[src/rtl/image_write_packer_pkg.sv]
// image_write_packer_pkg: beat geometry, byte-lane order and frame sizing helpers.
package image_write_packer_pkg;
    localparam int PIX_W = 8;
    localparam int PIX_PER_BEAT = 3;
    localparam int BEAT_W = 72;
    localparam int LANE_B0 = 0;
    localparam int LANE_G0 = 1;
    localparam int LANE_R0 = 2;
    localparam int LANE_B1 = 3;
    localparam int LANE_G1 = 4;
    localparam int LANE_R1 = 5;
    localparam int LANE_B2 = 6;
    localparam int LANE_G2 = 7;
    localparam int LANE_R2 = 8;

    function automatic int beats_per_row(int im_width);
        return im_width / PIX_PER_BEAT;
    endfunction

    function automatic int total_beats(int im_width, int im_height);
        return im_width * im_height / PIX_PER_BEAT;
    endfunction
endpackage

[src/rtl/image_write_packer_if.sv]
// image_write_packer_if: back-pressured frame-memory write port.
interface image_write_packer_if
    import image_write_packer_pkg::*;
#(parameter int ADDR_W = 17);
    logic              wr_en;
    logic [ADDR_W-1:0] wr_addr;
    logic [BEAT_W-1:0] wr_data;
    logic              wr_ready;

    modport master(output wr_en, wr_addr, wr_data, input wr_ready);
    modport slave(input wr_en, wr_addr, wr_data, output wr_ready);
endinterface

[src/rtl/image_write_packer_pixel_fifo.sv]
// pixel_fifo: synchronous show-ahead FIFO; dout is the head entry whenever !empty.
module pixel_fifo #(
    parameter int W     = 89,
    parameter int DEPTH = 16
) (
    input  logic         clk,
    input  logic         Reset,
    input  logic         push,
    input  logic         pop,
    input  logic [W-1:0] din,
    output logic [W-1:0] dout,
    output logic         full,
    output logic         empty
);
    localparam int AW = $clog2(DEPTH);

    logic [W-1:0] mem [DEPTH];
    logic [AW:0]  wp, rp;

    // Extra pointer bit tells full from empty when the indices coincide.
    assign empty = wp == rp;
    assign full  = (wp[AW] != rp[AW]) && (wp[AW-1:0] == rp[AW-1:0]);
    assign dout  = mem[rp[AW-1:0]];

    always_ff @(posedge clk or negedge Reset) begin
        if (!Reset) begin
            wp <= '0;
            rp <= '0;
        end else begin
            if (push) wp <= wp + 1'b1;
            if (pop)  rp <= rp + 1'b1;
        end
    end

    always_ff @(posedge clk) begin
        if (push) mem[wp[AW-1:0]] <= din;
    end
endmodule

[src/rtl/image_write_packer.sv]
// image_write_packer: packs 3-pixel beats into 72-bit words, restores BMP bottom-up
// row order and buffers them toward a back-pressured frame-memory write port.
module image_write_packer
    import image_write_packer_pkg::*;
#(
    parameter int Im_width   = 768,
    parameter int Im_height  = 512,
    parameter int FIFO_DEPTH = 16,
    parameter int ADDR_W     = 17
) (
    input  logic                 clk,
    input  logic                 Reset,
    input  logic                 Vsync,
    input  logic                 Hsync,
    input  logic [PIX_W-1:0]     R0_in,
    input  logic [PIX_W-1:0]     G0_in,
    input  logic [PIX_W-1:0]     B0_in,
    input  logic [PIX_W-1:0]     R1_in,
    input  logic [PIX_W-1:0]     G1_in,
    input  logic [PIX_W-1:0]     B1_in,
    input  logic [PIX_W-1:0]     R2_in,
    input  logic [PIX_W-1:0]     G2_in,
    input  logic [PIX_W-1:0]     B2_in,
    image_write_packer_if.master wr,
    output logic                 frame_done,
    output logic                 overflow
);
    localparam int BPR   = beats_per_row(Im_width);
    localparam int TOTAL = total_beats(Im_width, Im_height);
    localparam int CW    = BPR > 1 ? $clog2(BPR) : 1;
    localparam int RW    = Im_height > 1 ? $clog2(Im_height) : 1;
    localparam int NW    = $clog2(TOTAL + 1);
    localparam int EW    = ADDR_W + BEAT_W;

    logic              vsync_q, vs_rise;
    logic [CW-1:0]     col, col_e;
    logic [RW-1:0]     row, row_e;
    logic [NW-1:0]     beat_cnt, beat_e, wr_cnt;
    logic              frame_full, accept, push, pop, full, empty, col_wrap;
    logic [ADDR_W-1:0] addr;
    logic [BEAT_W-1:0] data;
    logic [EW-1:0]     head;

    // A beat landing on the Vsync edge is the first beat of the new frame.
    assign vs_rise    = Vsync & ~vsync_q;
    assign col_e      = vs_rise ? '0 : col;
    assign row_e      = vs_rise ? '0 : row;
    assign beat_e     = vs_rise ? '0 : beat_cnt;
    assign frame_full = beat_e == NW'(TOTAL);
    assign accept     = Hsync & ~frame_full;
    assign pop        = wr.wr_en & wr.wr_ready;
    assign push       = accept & (~full | pop);
    assign col_wrap   = col_e == CW'(BPR - 1);
    assign addr       = (ADDR_W'(Im_height - 1) - ADDR_W'(row_e)) * ADDR_W'(BPR) + ADDR_W'(col_e);

    always_comb begin
        data = '0;
        data[LANE_B0*PIX_W +: PIX_W] = B0_in;
        data[LANE_G0*PIX_W +: PIX_W] = G0_in;
        data[LANE_R0*PIX_W +: PIX_W] = R0_in;
        data[LANE_B1*PIX_W +: PIX_W] = B1_in;
        data[LANE_G1*PIX_W +: PIX_W] = G1_in;
        data[LANE_R1*PIX_W +: PIX_W] = R1_in;
        data[LANE_B2*PIX_W +: PIX_W] = B2_in;
        data[LANE_G2*PIX_W +: PIX_W] = G2_in;
        data[LANE_R2*PIX_W +: PIX_W] = R2_in;
    end

    pixel_fifo #(.W(EW), .DEPTH(FIFO_DEPTH)) u_fifo (
        .clk   (clk),
        .Reset (Reset),
        .push  (push),
        .pop   (pop),
        .din   ({addr, data}),
        .dout  (head),
        .full  (full),
        .empty (empty)
    );

    // Gate the head so an empty FIFO never exposes stale storage.
    assign wr.wr_en   = ~empty;
    assign wr.wr_addr = empty ? '0 : head[EW-1:BEAT_W];
    assign wr.wr_data = empty ? '0 : head[BEAT_W-1:0];

    always_ff @(posedge clk or negedge Reset) begin
        if (!Reset) begin
            vsync_q    <= 1'b0;
            col        <= '0;
            row        <= '0;
            beat_cnt   <= '0;
            wr_cnt     <= '0;
            frame_done <= 1'b0;
            overflow   <= 1'b0;
        end else begin
            vsync_q    <= Vsync;
            col        <= accept ? (col_wrap ? '0 : col_e + 1'b1) : col_e;
            row        <= (accept & col_wrap) ? row_e + 1'b1 : row_e;
            beat_cnt   <= accept ? beat_e + 1'b1 : beat_e;
            wr_cnt     <= (vs_rise ? '0 : wr_cnt) + NW'(pop);
            frame_done <= ~vs_rise & (frame_done | (frame_full & empty));
            overflow   <= (~vs_rise & overflow) | (Hsync & frame_full) | (accept & full & ~pop);
        end
    end
endmodule

[src/flat_wrapper.sv]
// flat-port wrapper written by rule: the top's interface ports become plain ports
module image_write_packer_flat import image_write_packer_pkg::*;
#(
    parameter int Im_width   = 768,
    parameter int Im_height  = 512,
    parameter int FIFO_DEPTH = 16,
    parameter int ADDR_W     = 17
)
  (clk, Reset, Vsync, Hsync, R0_in, G0_in, B0_in, R1_in, G1_in, B1_in, R2_in, G2_in, B2_in, frame_done, overflow, wr_wr_en, wr_wr_addr, wr_wr_data, wr_wr_ready);
  image_write_packer_if #(.ADDR_W(ADDR_W)) wr_i ();
  input  logic clk;
  input  logic Reset;
  input  logic Vsync;
  input  logic Hsync;
  input  logic [PIX_W-1:0] R0_in;
  input  logic [PIX_W-1:0] G0_in;
  input  logic [PIX_W-1:0] B0_in;
  input  logic [PIX_W-1:0] R1_in;
  input  logic [PIX_W-1:0] G1_in;
  input  logic [PIX_W-1:0] B1_in;
  input  logic [PIX_W-1:0] R2_in;
  input  logic [PIX_W-1:0] G2_in;
  input  logic [PIX_W-1:0] B2_in;
  output logic frame_done;
  output logic overflow;
  output wire logic [$bits(wr_i.wr_en)-1:0] wr_wr_en;
  output wire logic [$bits(wr_i.wr_addr)-1:0] wr_wr_addr;
  output wire logic [$bits(wr_i.wr_data)-1:0] wr_wr_data;
  input wire logic [$bits(wr_i.wr_ready)-1:0] wr_wr_ready;
  assign wr_wr_en = wr_i.wr_en;
  assign wr_wr_addr = wr_i.wr_addr;
  assign wr_wr_data = wr_i.wr_data;
  assign wr_i.wr_ready = wr_wr_ready;
  image_write_packer #(.Im_width(Im_width), .Im_height(Im_height), .FIFO_DEPTH(FIFO_DEPTH), .ADDR_W(ADDR_W)) u_core (.clk(clk), .Reset(Reset), .Vsync(Vsync), .Hsync(Hsync), .R0_in(R0_in), .G0_in(G0_in), .B0_in(B0_in), .R1_in(R1_in), .G1_in(G1_in), .B1_in(B1_in), .R2_in(R2_in), .G2_in(G2_in), .B2_in(B2_in), .wr(wr_i), .frame_done(frame_done), .overflow(overflow));
endmodule
[config.mk]
export PLATFORM = sky130hd
export DESIGN_NAME = image_write_packer_flat
export DESIGN_NICKNAME = d
export VERILOG_FILES = /design/src/rtl/image_write_packer_pkg.sv /design/src/rtl/image_write_packer_if.sv /design/src/rtl/image_write_packer_pixel_fifo.sv /design/src/rtl/image_write_packer.sv /design/src/flat_wrapper.sv
export SDC_FILE = /design/constraint.sdc
export NUM_CORES = 2
export LEC_CHECK = 0
export BUFFER_PORTS_ARGS = -buffer_cell sky130_fd_sc_hd__buf_2
export CAP_MARGIN = 20
export CELL_PAD_IN_SITES_DETAIL_PLACEMENT = 0
export CELL_PAD_IN_SITES_GLOBAL_PLACEMENT = 2
export CORE_ASPECT_RATIO = 0.7
export CORE_MARGIN = 3
export CORE_UTILIZATION = 45
export CTS_CLUSTER_SIZE = 30
export DETAILED_ROUTE_END_ITERATION = 10
export HOLD_SLACK_MARGIN = 0.06
export PLACE_DENSITY = 0.8
export SYNTH_ARGS = -nofsm -noshare
export SYNTH_HDL_FRONTEND = slang
export SYNTH_SLANG_ARGS = --single-unit
[constraint.sdc]
create_clock -name clk -period 9.4 [get_ports clk]
set_clock_uncertainty 0.1 [all_clocks]
set_input_delay 0.94 -clock clk [delete_from_list [all_inputs] [get_ports clk]]
set_output_delay 0.94 -clock clk [all_outputs]
set_load 0.03 [all_outputs]
==> impl_metrics.json <==
{
  "post_synth_num_cell_types": 48,
  "synth_area_leaders": "edfxtp_1 75%, mux4_2 18%, dfrtp_1 2.1%",
  "row_count": 108,
  "synthTopCellsByCount": "1424 x edfxtp_1, 443 x mux4_2, 98 x and2_1",
  "ys_warn_count": 0,
  "hold_class": "in2async",
  "use_met1_pct": 26.8,
  "drive_gt1_share_pct": 32.1,
  "die_x_microns": 431,
  "routed_wirelength_microns": 121000,
  "post-synth-top-area-fraction_pct": 75.3,
  "slew_violations": 0,
  "cp_data_arrival_time_ps": 4950,
  "cts_setup_buffers": 0,
  "grt_start_max_net_pins": 172,
  "crit_top_cell": "mux4_2",
  "numClockSinks": 1472,
  "max_slew.worst_pin.slew_ps": 1110,
  "use_met3_pct": 3.33,
  "worst-path-stages": 6,
  "max-cap-violations": 0,
  "crit_family": "buffers and inverters",
  "io_buffer_count": 168,
  "max-slew-margin-rel_pct": 26.2,
  "overflow": 0,
  "place.gp.congestion": 0.723,
  "drt_iter0_drc": 2628,
  "synthToLayoutAreaGrowth_pct": 12.3,
  "r2r_cells": 11,
  "clock_latency_ps": 750,
  "tns_ps": 0,
  "clock_path_buffers": 3,
  "timing.final.crit_share_pct": 63.8,
  "critPathMaxStageDelay_ps": 1040,
  "yosysSeqAreaShare_pct": 77.4,
  "drc": 0,
  "yosys.area.top_type": "edfxtp_1",
  "first_global_vias": 26540,
  "via_per_inst": 5.81,
  "power.leakage_nw": 20.2,
  "crit_chain": "buf_12 -> buf_4 -> mux4_2 -> mux4_2 -> and2_1 -> buf_2",
  "fmax_mhz": 167,
  "synth-seq-cells": 1472,
  "cts_made_buffers": 135,
  "synth-async-reset-ratio_pct": 3.26,
  "ant_nets": 0,
  "synthCells": 2375,
  "avgSynthCellArea_sq_um": 23.9,
  "busiest_layer": "met2",
  "setup_viol": 0,
  "hold_viol": 0,
  "syn_area_sq_um": 56800,
  "rsz0062_at_grt": "no",
  "worstPathRequired_ps": 8360,
  "die_y_microns": 303,
  "dr.pass1.iters": 5,
  "clk_pin_slew_ps": 60,
  "fill_cells": 9504,
  "antenna_found_initial": 13,
  "hpwl_microns": 61600,
  "cts_tree": "yes",
  "io_pins": 169,
  "path_class": "reg2out",
  "dpl_cell_area_sq_um": 59500,
  "die-area_sq_um": 131000,
  "critPathSlowestCell": "dfrtp_4",
  "fin_nets": 2694,
  "final_area_sq_um": 63800,
  "fp.coreArea_sq_um": 125000,
  "p_per_area_nw_per_um2": 310,
  "timing.hold.ws_ps": 209,
  "instances_no_fill": 4370,
  "dp_cells": 4120,
  "synth_edf_count": 1424,
  "htreeDepth": 4,
  "crit_buf_inv": 3,
  "synth_ff_type": "edfxtp_1",
  "syn-num-nets": 2461,
  "synth.most_common_cell": "edfxtp_1",
  "endpoint_kind": "output port",
  "finalPower_mw": 19.8,
  "max-vdd-ir-drop_mv": 0.275,
  "critical_path.startpoint_type": "register",
  "grt_use_total_pct": 18.9,
  "grt_first_pass_wirelength_microns": 181000,
  "cts_root_buf": "clkbuf_16",
  "postCtsHoldBufs": 0,
  "routedWlPerCell_microns": 27.7,
  "cts_resized": 0,
  "use_met2_pct": 30.3,
  "start_util_pct": 45.6,
  "status": "complete, no violations",
  "path_max_fanout": 171,
  "vias": 25400,
  "finalCriticalPeriod_ps": 5990
}
## area by class of cell
cell class | instances | area [sq um] | area share (%)
Timing Repair Buffer | 220 | 1310 | 2.05
Tap cell | 1650 | 2060 | 3.24
Inverter | 15 | 61.3 | 0.0961
Antenna cell | 6 | 15.0 | 0.0235
Multi-Input combinational cell | 764 | 12200 | 19.1
Clock inverter | 75 | 612 | 0.959
Sequential cell | 1472 | 44000 | 68.9
Clock buffer | 168 | 3610 | 5.66
## worst paths after layout
kind,from,to,slack [ps]
setup / recovery,u_core.u_fifo.rp[1],wr_wr_data[26],3410
hold / removal,Reset,u_core.vsync_q,210
setup reg to reg,u_core.vsync_q,u_core.u_fifo.mem[3][34],4510
hold reg to reg,u_core.u_fifo.rp[4],u_core.u_fifo.rp[4],390
max in group asynchronous,Reset,u_core.u_fifo.rp[3],8470
min in group clk,Vsync,u_core.vsync_q,240
## metal layers
layer / wire, microns / part of all wire (%)
met1: 51200 / 42
met2: 59800 / 49
met3: 7210 / 6.0
met4: 2990 / 2.5
met5: 13 / 0.011
## power by group
part	leakage, nW	switching, mW	internal (mW)
logic	4.53	3.55	2.73
registers	13.7	0.337	7.89
clock network	2.04	2.34	2.95
## per-stage QoR
stage          util [%]  setup WS [ps]
3_3_place_gp       47.8           3740
2_1_floorplan         -           58.4
3_5_place_dp       47.8           3690
5_1_grt            51.2           3190
4_1_cts            51.2           3310
6_report           51.2           3410
## placed cells by master (no fill, tap or decap), types with 9 or more instances in the layout
cell type,netlist,routed
dfrtp_1,48,44
buf_2,6,168
xor2_1,11,11
clkinv_1,0,34
inv_1,15,13
edfxtp_1,1424,1424
a21oi_1,13,13
nor2_1,24,13
o21ai_0,9,9
mux4_2,443,443
and2_1,98,98
clkbuf_16,0,140
nor2_4,0,11
clkinv_2,0,16
clkbuf_1,75,28
nand4_1,14,14
nand2_1,30,30
buf_4,0,46
ha_1,9,9
xnor2_1,17,17
nand3_1,19,19
## cells by family (layout without fill, tap and decap cells)
group / after synthesis / in the layout / synth area share [%]
AO/OA/AOI/OAI: 40 / 40 / 0.436
XOR/XNOR: 28 / 28 / 0.432
multiplexers: 449 / 449 / 17.7
flip-flops: 1472 / 1472 / 77.4
adder cells (fa/ha/maj): 9 / 9 / 0.198
other: 0 / 6 / 0
buffers and inverters: 139 / 478 / 1.44
AND/OR/NAND/NOR: 238 / 238 / 2.39
## flip-flops by register name, indices dropped and copies added, names as in the netlist
signal	cells
u_core.u_fifo.mem	1424
u_core.beat_cnt	18
u_core.row	9
u_core.col	8
u_core.u_fifo.rp	5
u_core.u_fifo.wp	5
u_core.frame_done	1
u_core.overflow	1
u_core.vsync_q	1
## worst reg2reg max path: stages (launching register included)
cell      delay [ps]
dfrtp_1          330
nand2b_1         110
buf_4            310
nand2_1          180
ha_1             220
nor4b_1          160
nand4_1          160
o21a_1           760
nand3_1          460
nor3_2           290
buf_4            490
buf_4            860
(Power assumes the default switching activity.)
